===== config.mk =====
export PLATFORM = sky130hd
export DESIGN_NAME = histogram_accumulator
export DESIGN_NICKNAME = d
export VERILOG_FILES = /design/src/rtl/hist_pkg.sv /design/src/rtl/hist_bin_ram.sv /design/src/rtl/histogram_accumulator.sv
export SDC_FILE = /design/constraint.sdc
export NUM_CORES = 2
export LEC_CHECK = 0
export BUFFER_PORTS_ARGS = -buffer_cell sky130_fd_sc_hd__buf_2
export CAP_MARGIN = 20
export CORE_MARGIN = 4
export CORE_UTILIZATION = 40
export CTS_BUF_LIST = sky130_fd_sc_hd__clkbuf_4 sky130_fd_sc_hd__clkbuf_8
export CTS_CLUSTER_DIAMETER = 60
export CTS_CLUSTER_SIZE = 10
export DETAILED_ROUTE_END_ITERATION = 8
export GPL_TIMING_DRIVEN = 0
export PLACE_DENSITY_LB_ADDON = 0.15
export SLEW_MARGIN = 20
export SYNTH_ARGS = -nofsm -noshare
export SYNTH_HDL_FRONTEND = slang
export SYNTH_SLANG_ARGS = --single-unit

===== constraint.sdc =====
create_clock -name clk -period 12.9 [get_ports clk]
set_clock_uncertainty 0.05 [all_clocks]
set_input_delay 3.87 -clock clk [delete_from_list [all_inputs] [get_ports clk]]
set_output_delay 3.87 -clock clk [all_outputs]
set_load 0.02 [all_outputs]

===== src/rtl/hist_pkg.sv =====
// Shared definitions for the histogram bin accumulator.
// Default geometry, FSM encoding and the zero-interval bin.
package hist_pkg;

    localparam int HIST_ADDR_W  = 8;
    localparam int HIST_COUNT_W = 16;

    // Bin the distributer uses for a zero time interval
    localparam int BIN_ZERO = 128;

    typedef enum logic [2:0] {
        ST_CLEAR     = 3'd0,
        ST_IDLE      = 3'd1,
        ST_INC_RD    = 3'd2,
        ST_INC_DATA  = 3'd3,
        ST_INC_WR    = 3'd4,
        ST_HOST_RD   = 3'd5,
        ST_HOST_DATA = 3'd6
    } hist_state_e;

endpackage


===== src/rtl/hist_bin_ram.sv =====
// Single-port bin-count RAM, one-cycle registered read.
// Contents are not reset; the owner sweeps it to zero.
module hist_bin_ram #(
    parameter int ADDR_W  = 8,
    parameter int COUNT_W = 16
) (
    input  logic               clk,
    input  logic               en,
    input  logic               we,
    input  logic [ADDR_W-1:0]  addr,
    input  logic [COUNT_W-1:0] wdata,
    output logic [COUNT_W-1:0] rdata
);

    logic [COUNT_W-1:0] mem_q [2**ADDR_W];
    logic [COUNT_W-1:0] rdata_q;

    always_ff @(posedge clk) begin
        if (en) begin
            if (we) begin
                mem_q[addr] <= wdata;
            end else begin
                rdata_q <= mem_q[addr];
            end
        end
    end

    assign rdata = rdata_q;

endmodule


===== src/rtl/histogram_accumulator.sv =====
// Time-correlation histogram: edge-triggered bin increments via
// read-modify-write, host readout port and a full clear sweep.
module histogram_accumulator
    import hist_pkg::*;
#(
    parameter int ADDR_W  = HIST_ADDR_W,
    parameter int COUNT_W = HIST_COUNT_W
) (
    input  logic               clk,
    input  logic               rst_n,
    input  logic [ADDR_W-1:0]  Addr,
    input  logic               Memory_add,
    input  logic               rd_req,
    input  logic [ADDR_W-1:0]  rd_addr,
    output logic               rd_ready,
    output logic               rd_valid,
    output logic [COUNT_W-1:0] rd_data,
    input  logic               clear_req,
    output logic               busy,
    output logic               saturated,
    output logic               dropped
);

    localparam logic [ADDR_W-1:0]  PTR_ONE = {{(ADDR_W-1){1'b0}}, 1'b1};
    localparam logic [COUNT_W-1:0] CNT_ONE = {{(COUNT_W-1){1'b0}}, 1'b1};

    hist_state_e        state_q, state_d;
    logic [ADDR_W-1:0]  clr_ptr_q, clr_ptr_d;
    logic               pend_valid_q, pend_valid_d;
    logic [ADDR_W-1:0]  pend_addr_q, pend_addr_d;
    logic [ADDR_W-1:0]  op_addr_q, op_addr_d;
    logic [COUNT_W-1:0] data_q, data_d;
    logic [COUNT_W-1:0] rd_data_q, rd_data_d;
    logic               sat_q, sat_d;
    logic               drop_q, drop_d;
    logic               mem_add_q;

    logic               ram_en;
    logic               ram_we;
    logic [ADDR_W-1:0]  ram_addr;
    logic [COUNT_W-1:0] ram_wdata;
    logic [COUNT_W-1:0] ram_rdata;

    logic req_edge;
    logic rd_accept;
    logic pend_busy;

    assign req_edge  = Memory_add & ~mem_add_q;
    assign rd_ready  = (state_q == ST_IDLE) & ~pend_valid_q;
    assign rd_accept = rd_req & rd_ready;
    // The entry frees up in the same cycle its read is issued
    assign pend_busy = pend_valid_q & (state_q != ST_INC_RD);

    always_comb begin
        state_d      = state_q;
        clr_ptr_d    = clr_ptr_q;
        pend_valid_d = pend_valid_q;
        pend_addr_d  = pend_addr_q;
        op_addr_d    = op_addr_q;
        data_d       = data_q;
        rd_data_d    = rd_data_q;
        sat_d        = sat_q;
        drop_d       = drop_q;
        ram_en       = 1'b0;
        ram_we       = 1'b0;
        ram_addr     = op_addr_q;
        ram_wdata    = '0;

        unique case (state_q)
            ST_CLEAR: begin
                ram_en    = 1'b1;
                ram_we    = 1'b1;
                ram_addr  = clr_ptr_q;
                clr_ptr_d = clr_ptr_q + PTR_ONE;
                if (clr_ptr_q == '1) begin
                    state_d = ST_IDLE;
                end
            end
            ST_IDLE: begin
                // A same-cycle edge loses to the host read and waits
                if (pend_valid_q) begin
                    state_d = ST_INC_RD;
                end else if (rd_accept) begin
                    state_d   = ST_HOST_RD;
                    op_addr_d = rd_addr;
                end else if (req_edge) begin
                    state_d = ST_INC_RD;
                end
            end
            ST_INC_RD: begin
                ram_en       = 1'b1;
                ram_addr     = pend_addr_q;
                op_addr_d    = pend_addr_q;
                pend_valid_d = 1'b0;
                state_d      = ST_INC_DATA;
            end
            ST_INC_DATA: begin
                data_d  = ram_rdata;
                state_d = ST_INC_WR;
            end
            ST_INC_WR: begin
                ram_en   = 1'b1;
                ram_we   = 1'b1;
                ram_addr = op_addr_q;
                if (data_q == '1) begin
                    ram_wdata = data_q;
                    sat_d     = 1'b1;
                end else begin
                    ram_wdata = data_q + CNT_ONE;
                end
                state_d = ST_IDLE;
            end
            ST_HOST_RD: begin
                ram_en   = 1'b1;
                ram_addr = op_addr_q;
                state_d  = ST_HOST_DATA;
            end
            ST_HOST_DATA: begin
                rd_data_d = ram_rdata;
                state_d   = ST_IDLE;
            end
            default: begin
                state_d = ST_CLEAR;
            end
        endcase

        if (req_edge && (state_q != ST_CLEAR)) begin
            if (pend_busy) begin
                drop_d = 1'b1;
            end else begin
                pend_valid_d = 1'b1;
                pend_addr_d  = Addr;
            end
        end

        // Clear wins over everything, including a coincident edge
        if (clear_req) begin
            state_d      = ST_CLEAR;
            clr_ptr_d    = '0;
            pend_valid_d = 1'b0;
            sat_d        = 1'b0;
            drop_d       = 1'b0;
        end
    end

    always_ff @(posedge clk or negedge rst_n) begin
        if (!rst_n) begin
            state_q      <= ST_CLEAR;
            clr_ptr_q    <= '0;
            pend_valid_q <= 1'b0;
            pend_addr_q  <= '0;
            op_addr_q    <= '0;
            data_q       <= '0;
            rd_data_q    <= '0;
            sat_q        <= 1'b0;
            drop_q       <= 1'b0;
            mem_add_q    <= 1'b0;
        end else begin
            state_q      <= state_d;
            clr_ptr_q    <= clr_ptr_d;
            pend_valid_q <= pend_valid_d;
            pend_addr_q  <= pend_addr_d;
            op_addr_q    <= op_addr_d;
            data_q       <= data_d;
            rd_data_q    <= rd_data_d;
            sat_q        <= sat_d;
            drop_q       <= drop_d;
            mem_add_q    <= Memory_add;
        end
    end

    hist_bin_ram #(
        .ADDR_W  (ADDR_W),
        .COUNT_W (COUNT_W)
    ) u_ram (
        .clk   (clk),
        .en    (ram_en),
        .we    (ram_we),
        .addr  (ram_addr),
        .wdata (ram_wdata),
        .rdata (ram_rdata)
    );

    assign rd_valid  = (state_q == ST_HOST_DATA);
    assign rd_data   = rd_valid ? ram_rdata : rd_data_q;
    assign busy      = (state_q == ST_CLEAR);
    assign saturated = sat_q;
    assign dropped   = drop_q;

endmodule


---- Word level (Yosys, flattened, before mapping) ----
Memory sizes are Yosys's and may differ from the RTL's. A register that Yosys moved wholly into a read port is not among the register bits.
Cells that the tools add are included.
Widths: inputs -> output; s select.
operators by class
  mux-type cells .......................... 30
  equality and inequality tests ........... 13
  $add $sub $neg .......................... 2
  reductions and logical operators ........ 18
  bitwise logic cells ..................... 8
operator list
  operator               number
  $mux 16                3
  $mux 8                 4
  $pmux 8 s2             2
  $pmux 3 s6             1
  $add 16x1->16 const B  1
  $eq 16x16->1 const B   1
  $mux 1                 15
  $mux 3                 5
  $reduce_bool 2->1      6
  $reduce_and 2->1       5
  $eq 3x3->1 const B     3
  $add 8x1->8 const B    1
  $eq 8x8->1 const B     1
  $eq 3x2->1 const B     2
  $ne 3x2->1 const B     2
  $ne 5x5->1 const B     1
  $and 1x1->1            4
  $ne 2x2->1 const B     2
  $not 1->1              4
  $reduce_or 2->1        2
  $reduce_or 4->1        1
  $eq 3x1->1 const B     1
  $logic_not 3->1        1
  $reduce_and 3->1       1
  2 further kinds        2
storage, ports and cells
  memory bits (writable) .................. 4,096
  input port bits ......................... 21
  memories ................................ 1
  output and inout port bits .............. 21
  register bits after elaboration ......... 63
memory list
  name         depth  width  rd ports  clocked after memory_dff  write ports  RTL line            source
  u_ram.mem_q  256    16     1         1                         1            hist_bin_ram.sv:15  logic [COUNT_W-1:0] mem_q [2**ADDR_W];

---- Logic depth before layout (Yosys ltp) ----
  word-level depth ........................ 7
  depth in mapped cells ................... 15
  gate-level depth less buffers ........... 8

---- Modules after synthesis ----
A second synthesis with hierarchy kept.
second synthesis, totals
  cell total of the unflattened synthesis .. 7,047
  area, all modules ....................... 158,550.8 um2
modules (own cells, without submodules)
  module                 area each (um2)  instances  cells each
  hist_bin_ram           155,236.4        1          6,705
  histogram_accumulator  3,314.4          1          342

---- Worst setup path after synthesis ----
Ideal clock, no wire load.
  path type ............................... reg-to-reg
  start ................................... register data_q[3]
  end ..................................... memory u_ram.mem_q[0][8] (data pin)
  arrival time ............................ 11,851 ps
  path buffers ............................ 0
  period minus slack after synthesis ...... 14,144 ps
  setup slack ............................. -1,244 ps
  cell stages (with the launch flop) ...... 7
  path through ............................ dfrtp_1 > and4_1 > and3_1 > nand4_1 > nor2_1 > nor2_1 > a211oi_1
on the way
  cells in the longest elaborated chain, start to end .. 3
  elaborated cells between the ends (all ways) .. 4
  those cells by class .................... add/sub (1); eq/ne (1); mux (2)
ends and longest elaborated chain
  what                                           RTL line                                                    source
  start: declaration                             histogram_accumulator.sv:32                                 logic [COUNT_W-1:0] data_q, data_d;
  start signal: assignment                       histogram_accumulator.sv:164                                data_q <= data_d;
  $add 16x1->16 or $eq 16x16->1 (tied branches)  histogram_accumulator.sv:109, histogram_accumulator.sv:105
  $mux 16 (*)                                    histogram_accumulator.sv:105                                if (data_q == '1) begin
  $mux 16 (*)                                    histogram_accumulator.sv:69                                 unique case (state_q)
  named net ram_wdata[8]                         histogram_accumulator.sv:41                                 logic [COUNT_W-1:0] ram_wdata;
  end: declaration                               hist_bin_ram.sv:15
Mark *: on every way through the listed nets, which the timed path passes. The rest lies on a longest branch.

---- Final worst setup path ----
  start ................................... register state_q[2]
  end ..................................... output port rd_data[8]
on the way
  cells in the longest elaborated chain, start to end .. 2
ends and longest elaborated chain
  what                      RTL line                      source
  start: declaration        histogram_accumulator.sv:27   hist_state_e state_q, state_d;
  start signal: assignment  histogram_accumulator.sv:159  state_q <= state_d;
  $eq 3x3->1                histogram_accumulator.sv:184  assign rd_valid = (state_q == ST_HOST_DATA);
  $mux 16                   n/a
  end: declaration          histogram_accumulator.sv:17   output logic [COUNT_W-1:0] rd_data,
Every way passes these cells.

==> results.toml <==
[outcome]
status = "finished clean"

[layout]
post_route_cells_drive_above_1_share_pct = 27.0
finalNetCount = 9193
area_growth_pct = 14.1

[synthesis]
async_reset_ff_share_pct = 1.51
syn_avg_cell_area_um2 = 19.5
synth_cell_types = 66
postSynthCellCount = 8247
synthDominantCellAreaShare_pct = 76.9
ys_seq_elements = 4175
syn_nets = 8270
synth_top_area_cell = "edfxtp_1"
ys_warn_count = 0
synth_edf_count = 4112
ys_seq_area_share_pct = 77.9
synthFlopType = "edfxtp_1"
synth_area_um2 = 161000
synthTopCellsByArea = "edfxtp_1, mux4_2, nand2_1, nand3_1, dfrtp_1"

[global_route]
grtUsageTotal_pct = 25.7
grt_pass1_wl_um = 724000
grt_overflow = 0
grt_start_max_net_pins = 45
first_global_vias = 86200
antenna_found_initial = 41

[placed_design]
io_buffers = 41
dp_hpwl_um = 388000
routabilityCongestion = 0.938

[route]
via_per_inst = 6.02
antenna_left = 0
drt_wl_total_um = 536000
vias = 87800
wl_per_cell_um = 36.8
drc = 0
dr.pass1.iters = 6
drt_iter0_drc = 11500

[clock_network]
cts_sinks = 4175
root_buffer = "clkbuf_8"
numCtsBuffers = 469
cts_resized = 0
clk_latency_ps = 1180
post-cts-setup-buffers = 0
clock_path_buffers = 4
cts_tree = "done"
htree_levels = 5
hold_buffers = 0
path_clk_slew_ps = 70

[floorplan]
die_y_um = 642
start_util_pct = 40.2
num_rows = 232
io_pins = 42
die_area_um2 = 412000
die_width_um = 642
coreArea_um2 = 400000

[power_and_ir_drop]
leakage_nw = 56.9
ir_drop_mv = 0.0837
p_total_mw = 24.3
power_density_nw_per_um2 = 133

[sta]
period_minus_slack_ps = 7990
rsz0062_at_grt = "false"
finalCritPeriodShare_pct = 61.9
finalSetupTns_ps = 0
finalMaxSlewViolations = 0
tightest_slew_ps = 1340
relSlewSlack_pct = 10.5
fmax_ghz = 0.125
setup_viol = 0
hold_viol_final = 0

[worst_hold_path]
hold_path_class = "reg2reg"
hold_path_depth = 2
hp-start = "rd_data_q[11]$_DFF_PN0_"
holdPathEnd = "rd_data_q[11]$_DFF_PN0_"

[setup_path]
crit_type = "reg2out"
crit_fanout = 10
worstReg2RegEnd = "u_ram.rdata[14]$_DFFE_PP_"
reg2reg_slack_ps = 5860
startpoint_type = "register"
crit_required_ps = 8980
critPathCaptureType = "output port"
cp.arrival_ps = 4070
r2r_cells = 13
r2r-start = "state_q[2]$_DFFE_PN0P_"

[run]
cap_violations = 0
## cell families (layout without fill, tap and decap cells)
family / Yosys count / after routing / share of synthesized area (%)
multiplexers: 969 / 969 / 12.3
buffers and inverters: 481 / 1527 / 1.52
AND/OR/NAND/NOR: 1956 / 1956 / 5.34
XOR/XNOR: 18 / 18 / 0.0982
other: 0 / 19 / 0
AO/OA/AOI/OAI: 646 / 646 / 2.85
adder cells (fa/ha/maj): 2 / 2 / 0.0156
flip-flops: 4175 / 4175 / 77.9
## cell usage in the layout (no fill, tap or decap), types with 18 or more instances in the layout
| master | synthesis | final |
|---|---|---|
| a21oi_1 | 114 | 112 |
| a221oi_1 | 32 | 23 |
| a22o_1 | 47 | 47 |
| a22oi_1 | 190 | 190 |
| a31oi_1 | 64 | 63 |
| a32oi_1 | 40 | 40 |
| buf_1 | 25 | 23 |
| buf_12 | 7 | 76 |
| buf_16 | 0 | 77 |
| buf_2 | 208 | 254 |
| buf_4 | 29 | 58 |
| buf_6 | 18 | 134 |
| buf_8 | 1 | 118 |
| clkbuf_1 | 184 | 149 |
| clkbuf_2 | 0 | 35 |
| clkbuf_4 | 0 | 64 |
| clkbuf_8 | 0 | 482 |
| dfrtp_1 | 63 | 63 |
| diode_2 | 0 | 19 |
| edfxtp_1 | 4112 | 4112 |
| mux2_2 | 27 | 27 |
| mux2i_1 | 140 | 140 |
| mux4_2 | 801 | 801 |
| nand2_1 | 1012 | 1011 |
| nand3_1 | 357 | 357 |
| nand4_1 | 145 | 145 |
| nor2_1 | 333 | 63 |
| nor2_2 | 4 | 186 |
| nor2_4 | 0 | 88 |
| nor4_2 | 0 | 28 |
| o2111ai_1 | 23 | 23 |
| o21ai_0 | 19 | 18 |
| o22ai_1 | 31 | 31 |
## how the worst max path moves through the flow
stage / start / endpoint / slack [ps] / cells past startpoint
after detailed placement: state_q[1]$_DFFE_PN0P_ / rd_data[8] / 6010 / 8
after CTS: state_q[2]$_DFFE_PN0P_ / rd_data[8] / 4720 / 8
after global placement: data_q[3]$_DFFE_PN0P_ / u_ram.mem_q[204][11]$_DFFE_PP_ / -11670 / 6
final: state_q[2]$_DFFE_PN0P_ / rd_data[8] / 4910 / 8
after global routing: state_q[1]$_DFFE_PN0P_ / rd_data[8] / 4570 / 8
after floorplan: data_q[3]$_DFFE_PN0P_ / u_ram.mem_q[0][11]$_DFFE_PP_ / 2030 / 6
## critical path, cell delays in order (launching register included)
cell      delay [ps]
dfrtp_1          350
buf_6            140
buf_2            430
nand3b_1         800
clkinv_1         410
clkbuf_1         340
nand2_1          110
nand2_1          110
buf_2            180
## synth_stat cells (4+ instances only)
| master | n |
|---|---|
| a21o_1 | 17 |
| a21oi_1 | 114 |
| a221oi_1 | 32 |
| a22o_1 | 47 |
| a22oi_1 | 190 |
| a31oi_1 | 64 |
| a32oi_1 | 40 |
| and3_1 | 9 |
| and4_1 | 15 |
| buf_1 | 25 |
| buf_12 | 7 |
| buf_2 | 208 |
| buf_4 | 29 |
| buf_6 | 18 |
| clkbuf_1 | 184 |
| dfrtp_1 | 63 |
| edfxtp_1 | 4112 |
| inv_1 | 8 |
| mux2_2 | 27 |
| mux2i_1 | 140 |
| mux4_2 | 801 |
| nand2_1 | 1012 |
| nand3_1 | 357 |
| nand4_1 | 145 |
| nand4b_1 | 16 |
| nor2_1 | 333 |
| nor2_2 | 4 |
| nor3_1 | 13 |
| nor3_2 | 5 |
| nor4_1 | 30 |
| nor4_4 | 4 |
| o2111ai_1 | 23 |
| o211ai_1 | 5 |
| o21a_1 | 9 |
| o21ai_0 | 19 |
| o21ai_1 | 18 |
| o22ai_1 | 31 |
| o31ai_1 | 15 |
| xor2_1 | 15 |
## flip-flops by register name, indices dropped and copies added, names as in the netlist
signal	count
u_ram.rdata	16
saturated	1
clr_ptr_q	8
state_q	3
rd_data_q	16
dropped	1
data_q	16
op_addr_q	8
u_ram.mem_q	4096
pend_addr_q	8
pend_valid_q	1
mem_add_q	1
## where the power goes
group	total (mW)	internal (mW)	leakage (nW)	switching [mW]
combinational	1.41	0.441	16.1	0.968
sequential	14.7	14.7	36.8	0.00352
clock	8.22	3.60	3.94	4.61
total	24.3	18.7	56.9	5.58
## area by class of cell
cell class,instances,area (µm²)
diodes,19,47.5
plain buffers,472,2450
clock buffers,546,7110
clock inverters,48,422
fillers,33700,216000
inverters,9,33.8
multi-input cells,3591,34600
flip-flops and latches,4175,125000
well taps,5265,6590
repair buffers,452,7000
## routing by layer
metal	up-vias	routed length, µm	global-route usage (%)
li1	35200	-	-
met1	47200	218000	35.9
met2	4553	246000	39.7
met3	837	49100	5.53
met4	8	23200	9.40
met5	-	80	0
## metrics by stage
stage / hold WS, ps / setup slack (ps) / area, µm² / utilization (%) / cells
finish: 422 / 4910 / 183000 / 45.9 / 14600
global route: 446 / 4570 / 183000 / 45.8 / 14600
CTS: 431 / 4720 / 183000 / 45.8 / 14600
detailed placement: 405 / 6010 / 176000 / 43.9 / 14000
global placement: 408 / -11670 / 167000 / 41.9 / 13600
floorplan: 390 / 2030 / 161000 / - / 8247
Power figures use the tool's default switching activity.
